File: config.mk
export PLATFORM = sky130hd
export DESIGN_NAME = loopback_wr_engine
export DESIGN_NICKNAME = d
export VERILOG_FILES = /design/src/rtl/loopback_wr_engine.sv
export SDC_FILE = /design/constraint.sdc
export NUM_CORES = 2
export LEC_CHECK = 0
export CAP_MARGIN = 25
export CORE_AREA = 2 2 472 474
export CTS_CLUSTER_DIAMETER = 30
export DETAILED_ROUTE_END_ITERATION = 10
export DIE_AREA = 0 0 474 476
export DONT_BUFFER_PORTS = 1
export SYNTH_ARGS = -nofsm -noshare
export SYNTH_HDL_FRONTEND = slang
export SYNTH_SLANG_ARGS = --single-unit
File: constraint.sdc
create_clock -name clk -period 9.2 [get_ports clk]
set_input_delay 1.84 -clock clk [delete_from_list [all_inputs] [get_ports clk]]
set_output_delay 1.84 -clock clk [all_outputs]
set_load 0.01 [all_outputs]
File: src/rtl/loopback_wr_engine.sv
// loopback_wr_engine
//   Drain side of the loopback FIFO. Pops cache lines from a show-ahead FIFO,
//   turns each popped line into one registered write request at consecutive
//   line addresses, and tracks outstanding write responses. The engine reports
//   completion once every issued write has been acknowledged.
module loopback_wr_engine #(
  parameter int DATA_WIDTH      = 512,
  parameter int ADDR_WIDTH      = 42,
  parameter int LEN_WIDTH       = 32,
  parameter int MAX_OUTSTANDING = 16
) (
  input  logic                  clk,
  input  logic                  reset_n,
  input  logic                  start,
  input  logic [ADDR_WIDTH-1:0] base_addr,
  input  logic [LEN_WIDTH-1:0]  num_lines,
  input  logic [DATA_WIDTH-1:0] fifo_deq_data,
  input  logic                  fifo_empty,
  output logic                  fifo_deq_en,
  input  logic                  wr_almost_full,
  output logic                  wr_req_valid,
  output logic [ADDR_WIDTH-1:0] wr_req_addr,
  output logic [DATA_WIDTH-1:0] wr_req_data,
  input  logic                  wr_rsp_valid,
  output logic                  busy,
  output logic                  done,
  output logic                  resp_error,
  output logic [LEN_WIDTH-1:0]  lines_sent,
  output logic [LEN_WIDTH-1:0]  lines_acked
);

  // Outstanding counter must be able to hold MAX_OUTSTANDING itself.
  localparam int OUT_W = $clog2(MAX_OUTSTANDING) + 1;

  localparam logic [1:0] ST_IDLE  = 2'd0;
  localparam logic [1:0] ST_RUN   = 2'd1;
  localparam logic [1:0] ST_DRAIN = 2'd2;
  localparam logic [1:0] ST_DONE  = 2'd3;

  logic [1:0]            state_q,       state_d;
  logic [ADDR_WIDTH-1:0] base_q,        base_d;
  logic [LEN_WIDTH-1:0]  num_q,         num_d;
  logic [LEN_WIDTH-1:0]  sent_q,        sent_d;
  logic [LEN_WIDTH-1:0]  acked_q,       acked_d;
  logic [OUT_W-1:0]      outstanding_q, outstanding_d;
  logic                  resp_err_q,    resp_err_d;
  logic                  req_valid_q,   req_valid_d;
  logic [ADDR_WIDTH-1:0] req_addr_q,    req_addr_d;
  logic [DATA_WIDTH-1:0] req_data_q,    req_data_d;
  logic                  busy_q,        busy_d;
  logic                  done_q,        done_d;

  logic                  idle_like_s;
  logic                  start_acc_s;
  logic                  issue_s;
  logic                  rsp_counted_s;
  logic                  rsp_stray_s;
  logic [ADDR_WIDTH-1:0] issue_addr_s;

  // A start is only honoured when no job is in flight.
  assign idle_like_s = (state_q == ST_IDLE) || (state_q == ST_DONE);
  assign start_acc_s = start && idle_like_s;

  // One line moves from FIFO to write channel when every resource is free.
  assign issue_s = (state_q == ST_RUN) && !fifo_empty && !wr_almost_full &&
                   (outstanding_q < OUT_W'(MAX_OUTSTANDING)) &&
                   (sent_q < num_q);

  // Responses only count while a job can legally have writes outstanding.
  assign rsp_counted_s = wr_rsp_valid &&
                         ((state_q == ST_RUN) || (state_q == ST_DRAIN)) &&
                         (outstanding_q != {OUT_W{1'b0}});
  assign rsp_stray_s   = wr_rsp_valid && !rsp_counted_s;

  // Line address wraps naturally at the address width.
  assign issue_addr_s = base_q + ADDR_WIDTH'(sent_q);

  assign fifo_deq_en = issue_s;
  assign wr_req_valid = req_valid_q;
  assign wr_req_addr  = req_addr_q;
  assign wr_req_data  = req_data_q;
  assign busy         = busy_q;
  assign done         = done_q;
  assign resp_error   = resp_err_q;
  assign lines_sent   = sent_q;
  assign lines_acked  = acked_q;

  // Job control state machine.
  always_comb begin
    state_d = state_q;
    case (state_q)
      ST_IDLE, ST_DONE: begin
        if (start) begin
          if (num_lines == {LEN_WIDTH{1'b0}}) begin
            state_d = ST_DONE;
          end else begin
            state_d = ST_RUN;
          end
        end else begin
          state_d = state_q;
        end
      end
      ST_RUN: begin
        if (sent_q == num_q) begin
          state_d = ST_DRAIN;
        end else begin
          state_d = ST_RUN;
        end
      end
      ST_DRAIN: begin
        if (outstanding_q == {OUT_W{1'b0}}) begin
          state_d = ST_DONE;
        end else begin
          state_d = ST_DRAIN;
        end
      end
      default: begin
        state_d = ST_IDLE;
      end
    endcase
  end

  // Job parameters and progress counters; start restarts them.
  always_comb begin
    base_d  = base_q;
    num_d   = num_q;
    sent_d  = sent_q;
    acked_d = acked_q;
    if (start_acc_s) begin
      base_d  = base_addr;
      num_d   = num_lines;
      sent_d  = {LEN_WIDTH{1'b0}};
      acked_d = {LEN_WIDTH{1'b0}};
    end else begin
      if (issue_s) begin
        sent_d = sent_q + {{(LEN_WIDTH-1){1'b0}}, 1'b1};
      end else begin
        sent_d = sent_q;
      end
      if (rsp_counted_s) begin
        acked_d = acked_q + {{(LEN_WIDTH-1){1'b0}}, 1'b1};
      end else begin
        acked_d = acked_q;
      end
    end
  end

  // Outstanding writes: issue and counted response in one cycle cancel out.
  always_comb begin
    outstanding_d = outstanding_q;
    case ({issue_s, rsp_counted_s})
      2'b10:   outstanding_d = outstanding_q + {{(OUT_W-1){1'b0}}, 1'b1};
      2'b01:   outstanding_d = outstanding_q - {{(OUT_W-1){1'b0}}, 1'b1};
      default: outstanding_d = outstanding_q;
    endcase
  end

  // Sticky stray-response flag, cleared by an accepted start.
  always_comb begin
    resp_err_d = resp_err_q;
    if (rsp_stray_s) begin
      resp_err_d = 1'b1;
    end else if (start_acc_s) begin
      resp_err_d = 1'b0;
    end else begin
      resp_err_d = resp_err_q;
    end
  end

  // Write request stage: the popped line is presented one cycle later.
  always_comb begin
    req_valid_d = issue_s;
    req_addr_d  = req_addr_q;
    req_data_d  = req_data_q;
    if (issue_s) begin
      req_addr_d = issue_addr_s;
      req_data_d = fifo_deq_data;
    end else begin
      req_addr_d = req_addr_q;
      req_data_d = req_data_q;
    end
  end

  // Status flags follow the next state so they change with the state itself.
  always_comb begin
    busy_d = (state_d == ST_RUN) || (state_d == ST_DRAIN);
    done_d = (state_d == ST_DONE);
  end

  // Control and counter registers.
  always_ff @(posedge clk or negedge reset_n) begin
    if (!reset_n) begin
      state_q       <= ST_IDLE;
      base_q        <= {ADDR_WIDTH{1'b0}};
      num_q         <= {LEN_WIDTH{1'b0}};
      sent_q        <= {LEN_WIDTH{1'b0}};
      acked_q       <= {LEN_WIDTH{1'b0}};
      outstanding_q <= {OUT_W{1'b0}};
      resp_err_q    <= 1'b0;
      busy_q        <= 1'b0;
      done_q        <= 1'b0;
    end else begin
      state_q       <= state_d;
      base_q        <= base_d;
      num_q         <= num_d;
      sent_q        <= sent_d;
      acked_q       <= acked_d;
      outstanding_q <= outstanding_d;
      resp_err_q    <= resp_err_d;
      busy_q        <= busy_d;
      done_q        <= done_d;
    end
  end

  // Write request output registers.
  always_ff @(posedge clk or negedge reset_n) begin
    if (!reset_n) begin
      req_valid_q <= 1'b0;
      req_addr_q  <= {ADDR_WIDTH{1'b0}};
      req_data_q  <= {DATA_WIDTH{1'b0}};
    end else begin
      req_valid_q <= req_valid_d;
      req_addr_q  <= req_addr_d;
      req_data_q  <= req_data_d;
    end
  end

endmodule

==> parameters.txt <==
Parameter                              Value

Worst setup path
  Critical Path AT ... between 4000 and 5000 ps
  Sort of element at the start of the critical path ... flop
  Stage delay of the slowest cell on the critical path ... about 700 ps
  Reg-to-reg endpoint ... wr_req_data[74]
  Path type of the worst setup path ... flop to primary output
  Setup slack of the worst register-to-register path ... between 3000 and 4000 ps
  Required @ worst endpoint ... approximately 7400 ps
  Ordered cell list for the critical path ... ha_1 -> a21o_1 -> a21o_1 -> a21oi_1 -> o21ai_0 -> a2111oi_4 -> nand2_8 -> inv_8
  Crit-path max FO ... between 100 and 150
  Worst path slowest cell ... sky130_fd_sc_hd__dfrtp_1
  Startpoint of the most critical register-to-register path ... lines_sent[9]
  Kind of cell adding the most delay to the critical path ... compound AO/OA/AOI/OAI gates
  Cell count of the worst reg-to-reg path ... 12
  Count of buffer and inverter cells on the critical path ... 1
  Endpoint type of the worst setup path ... primary output
  Cell seen most often among critical-path stages ... sky130_fd_sc_hd__a21o_1

Layout
  Post-route design area ... around 41000 um2
  Final std cells w/o fill ... 6644
  Leading cell types in the layout, fill and taps excluded ... 1790 x sky130_fd_sc_hd__nand2_1, 703 x sky130_fd_sc_hd__dfrtp_1, 205 x sky130_fd_sc_hd__clkbuf_16
  Most common library cell in the layout ignoring fill and taps ... sky130_fd_sc_hd__nand2_1
  Area Growth Syn to Fin ... 36.1%
  # nets final ... 4121
  Final core utilization ... between 10% and 20%
  Fraction of final layout cells with drive strength greater than 1 ... between 10% and 20%

Outcome
  Run status ... completed

Synthesis
  Number of synthesized flops with an enable pin ... 0
  Syn Area/Cell ... a little under 9 um2
  Number of distinct library cell variants in the gate-level netlist after synthesis ... 70
  Synth Warn # ... 0
  Net count after synthesis ... 4066
  Register area share after synthesis ... 58.5%
  Number of instances in the synthesized netlist ... ~3.4k
  Share of synthesized registers carrying an async set or reset ... between 90% and 100%
  Post-synth top flop ... sky130_fd_sc_hd__dfrtp_1
  Synth Register Bits ... between 700 and 800
  Synth Cell Area ... 30100 um2

Drt
  Via count ... between 20k and 30k
  Drt first-iter violations ... 2116
  Residual DRC ... 0
  Number of iterations in the first detailed-routing pass ... 6
  Total detailed-routing wirelength ... ~190000 um
  Routed WL per cell ... 28.7 um
  Final ANT Viol Nets ... 0
  Vias per cell ... just under 4

CTS
  Clock H-tree levels ... 4
  TritonCTS Sinks ... about 700
  Cell at the root of the clock tree ... sky130_fd_sc_hd__clkbuf_16
  CTS tree ... done
  Worst skew pair latency ... 890 ps
  CTS buffer count ... ~200
  Post-CTS setup buffer count ... 0
  Total of cells resized after clock tree synthesis ... 0
  Clock transition at path regs ... roughly 40 ps
  Number of buffers inserted by hold repair at cts ... 0
  Clk buf depth ... 3

Worst hold path
  Worst hold path endpoint ... base_q[22]
  Beginning of the worst hold path ... base_q[22]
  Path class of the lowest-slack min-delay path ... flop to flop
  Instance count along the most critical hold path ... 2

STA
  Slew headroom ... between 15 and 20%
  Number of failing setup endpoints in the final timing report ... 0
  Total negative slack ... 0 ps
  Period utilisation layout ... between 60% and 70%
  Tmin final ... roughly 6300 ps
  Tightest Pin Transition ... around 1300 ps
  Final clock skew ... between 100 and 150 ps
  Total count of hold-check failures in the final report ... 0
  Number of slew-limit violations in the final report ... 0
  Fmax ... 0.160 GHz
  Setup repair after global routing missed its margin ... false

Power and ir drop
  Static Leakage ... around 20 nW
  Worst voltage drop across the vdd grid ... around 0.00018 V
  Power, Total ... about 0.016 W
  Power density cells ... 398 nW/um2

Floorplan
  Y dimension of the die ... between 400 and 500 um
  Number of top-level design ports ... ~1.2k
  Initial core utilization ... 13.6%
  Die Outline Area ... 226000 um2
  Die boundary width ... about 470 um
  Std cell rows ... around 170
  Placeable Area ... 221000 um2

Placement
  Cell count after placement ... 6218
  GPL Wtd Cong ... roughly 0.95
  Post-DP HPWL ... ~150000 um
  Input/output buffers ... 0
  Total placed instance area ... between 30000 and 40000 um2

Job
  Max cap viols ... 0

Global route
  Largest net degree at the start of global routing ... about 700
  Total Routing Usage GR ... approximately 16%
  Vias in the first global route ... around 25k
  Initial antenna violation count ... 98
  Global-route wire length before repair ... 242000 um
  Final global-route overflow total ... 0
kinds of logic after synthesis:
| kind of cell | after synthesis | share of synthesized area, % |
|---|---|---|
| AOI/OAI and AO/OA | 260 | 5.37 |
| xor gates and xnor gates | 78 | 2.27 |
| adders and majority gates | 75 | 3.17 |
| buffers and inverters | 231 | 3.24 |
| DFF | 703 | 58.5 |
| muxes | 10 | 0.350 |
| and+or+nand+nor | 2042 | 27.1 |
power breakdown:
group	total [W]	internal [W]	switching, W
registers	0.00709	0.00423	0.00287
logic	0.00162	0.000569	0.00106
clock network	0.00755	0.00514	0.00241
tightest hold or removal path, stage by stage (launching register included):
cell,delay [ps]
sky130_fd_sc_hd__dfrtp_1,340
sky130_fd_sc_hd__nand2_1,50
sky130_fd_sc_hd__nand2_1,60
routing by layer:
metal / share of wire, % / wire [um] / GRT usage (%) / vias to the layer above
met4: 5.5 / 10600 / 9.57 / 64
li1: - / - / - / 11044
met2: 42 / 80300 / 22.9 / 1658
met5: 0.32 / 615 / 0.682 / -
met3: 17 / 32000 / 11.7 / 427
met1: 35 / 67400 / 17.2 / 12535
worst max-delay path by stage:
stage,from,endpoint,cells past startpoint
global placement,wr_almost_full,wr_req_data[74],9
global route,lines_sent[9],fifo_deq_en,8
floorplan,fifo_empty,fifo_deq_en,7
CTS,lines_sent[9],fifo_deq_en,8
finish,lines_sent[9],fifo_deq_en,8
detailed placement,wr_almost_full,wr_req_data[286],9
cell type report:
class | instances | area [um2]
antenna | 35 | 87.6
clock buffer | 254 | 5580
clock inverter | 133 | 1930
fill | 24437 | 180000
inverter | 59 | 229
multi-input combinational | 2465 | 11500
sequential | 703 | 17600
tap | 2975 | 3720
timing repair buffer | 20 | 268
registers in the layout, indices dropped and copies added (netlist names):
register       count
num_q             32
state_q            2
resp_error         1
wr_req_data      512
lines_sent        32
lines_acked       32
done               1
busy               1
base_q            42
outstanding_q      5
wr_req_addr       42
wr_req_valid       1
metrics by stage:
| step | hold slack (ps) | setup WS [ps] |
|---|---|---|
| after CTS | 481 | 2920 |
| final | 483 | 2950 |
| after global placement | 472 | 3300 |
| after floorplan | 450 | 4010 |
| after global routing | 509 | 2690 |
| after detailed placement | 470 | 3120 |
synthesized netlist by cell type (all sizes together), types with 37 or more instances:
cell | instances | area [um2]
xor2 | 41 | 359
dfrtp | 703 | 17600
inv | 59 | 221
xnor2 | 37 | 324
nand2 | 1792 | 6730
nand4 | 37 | 231
ha | 73 | 913
o21ai | 105 | 529
clkbuf | 91 | 342
a21oi | 60 | 300
nor2 | 80 | 300
buf | 81 | 412
Power figures use the tool's default switching activity.
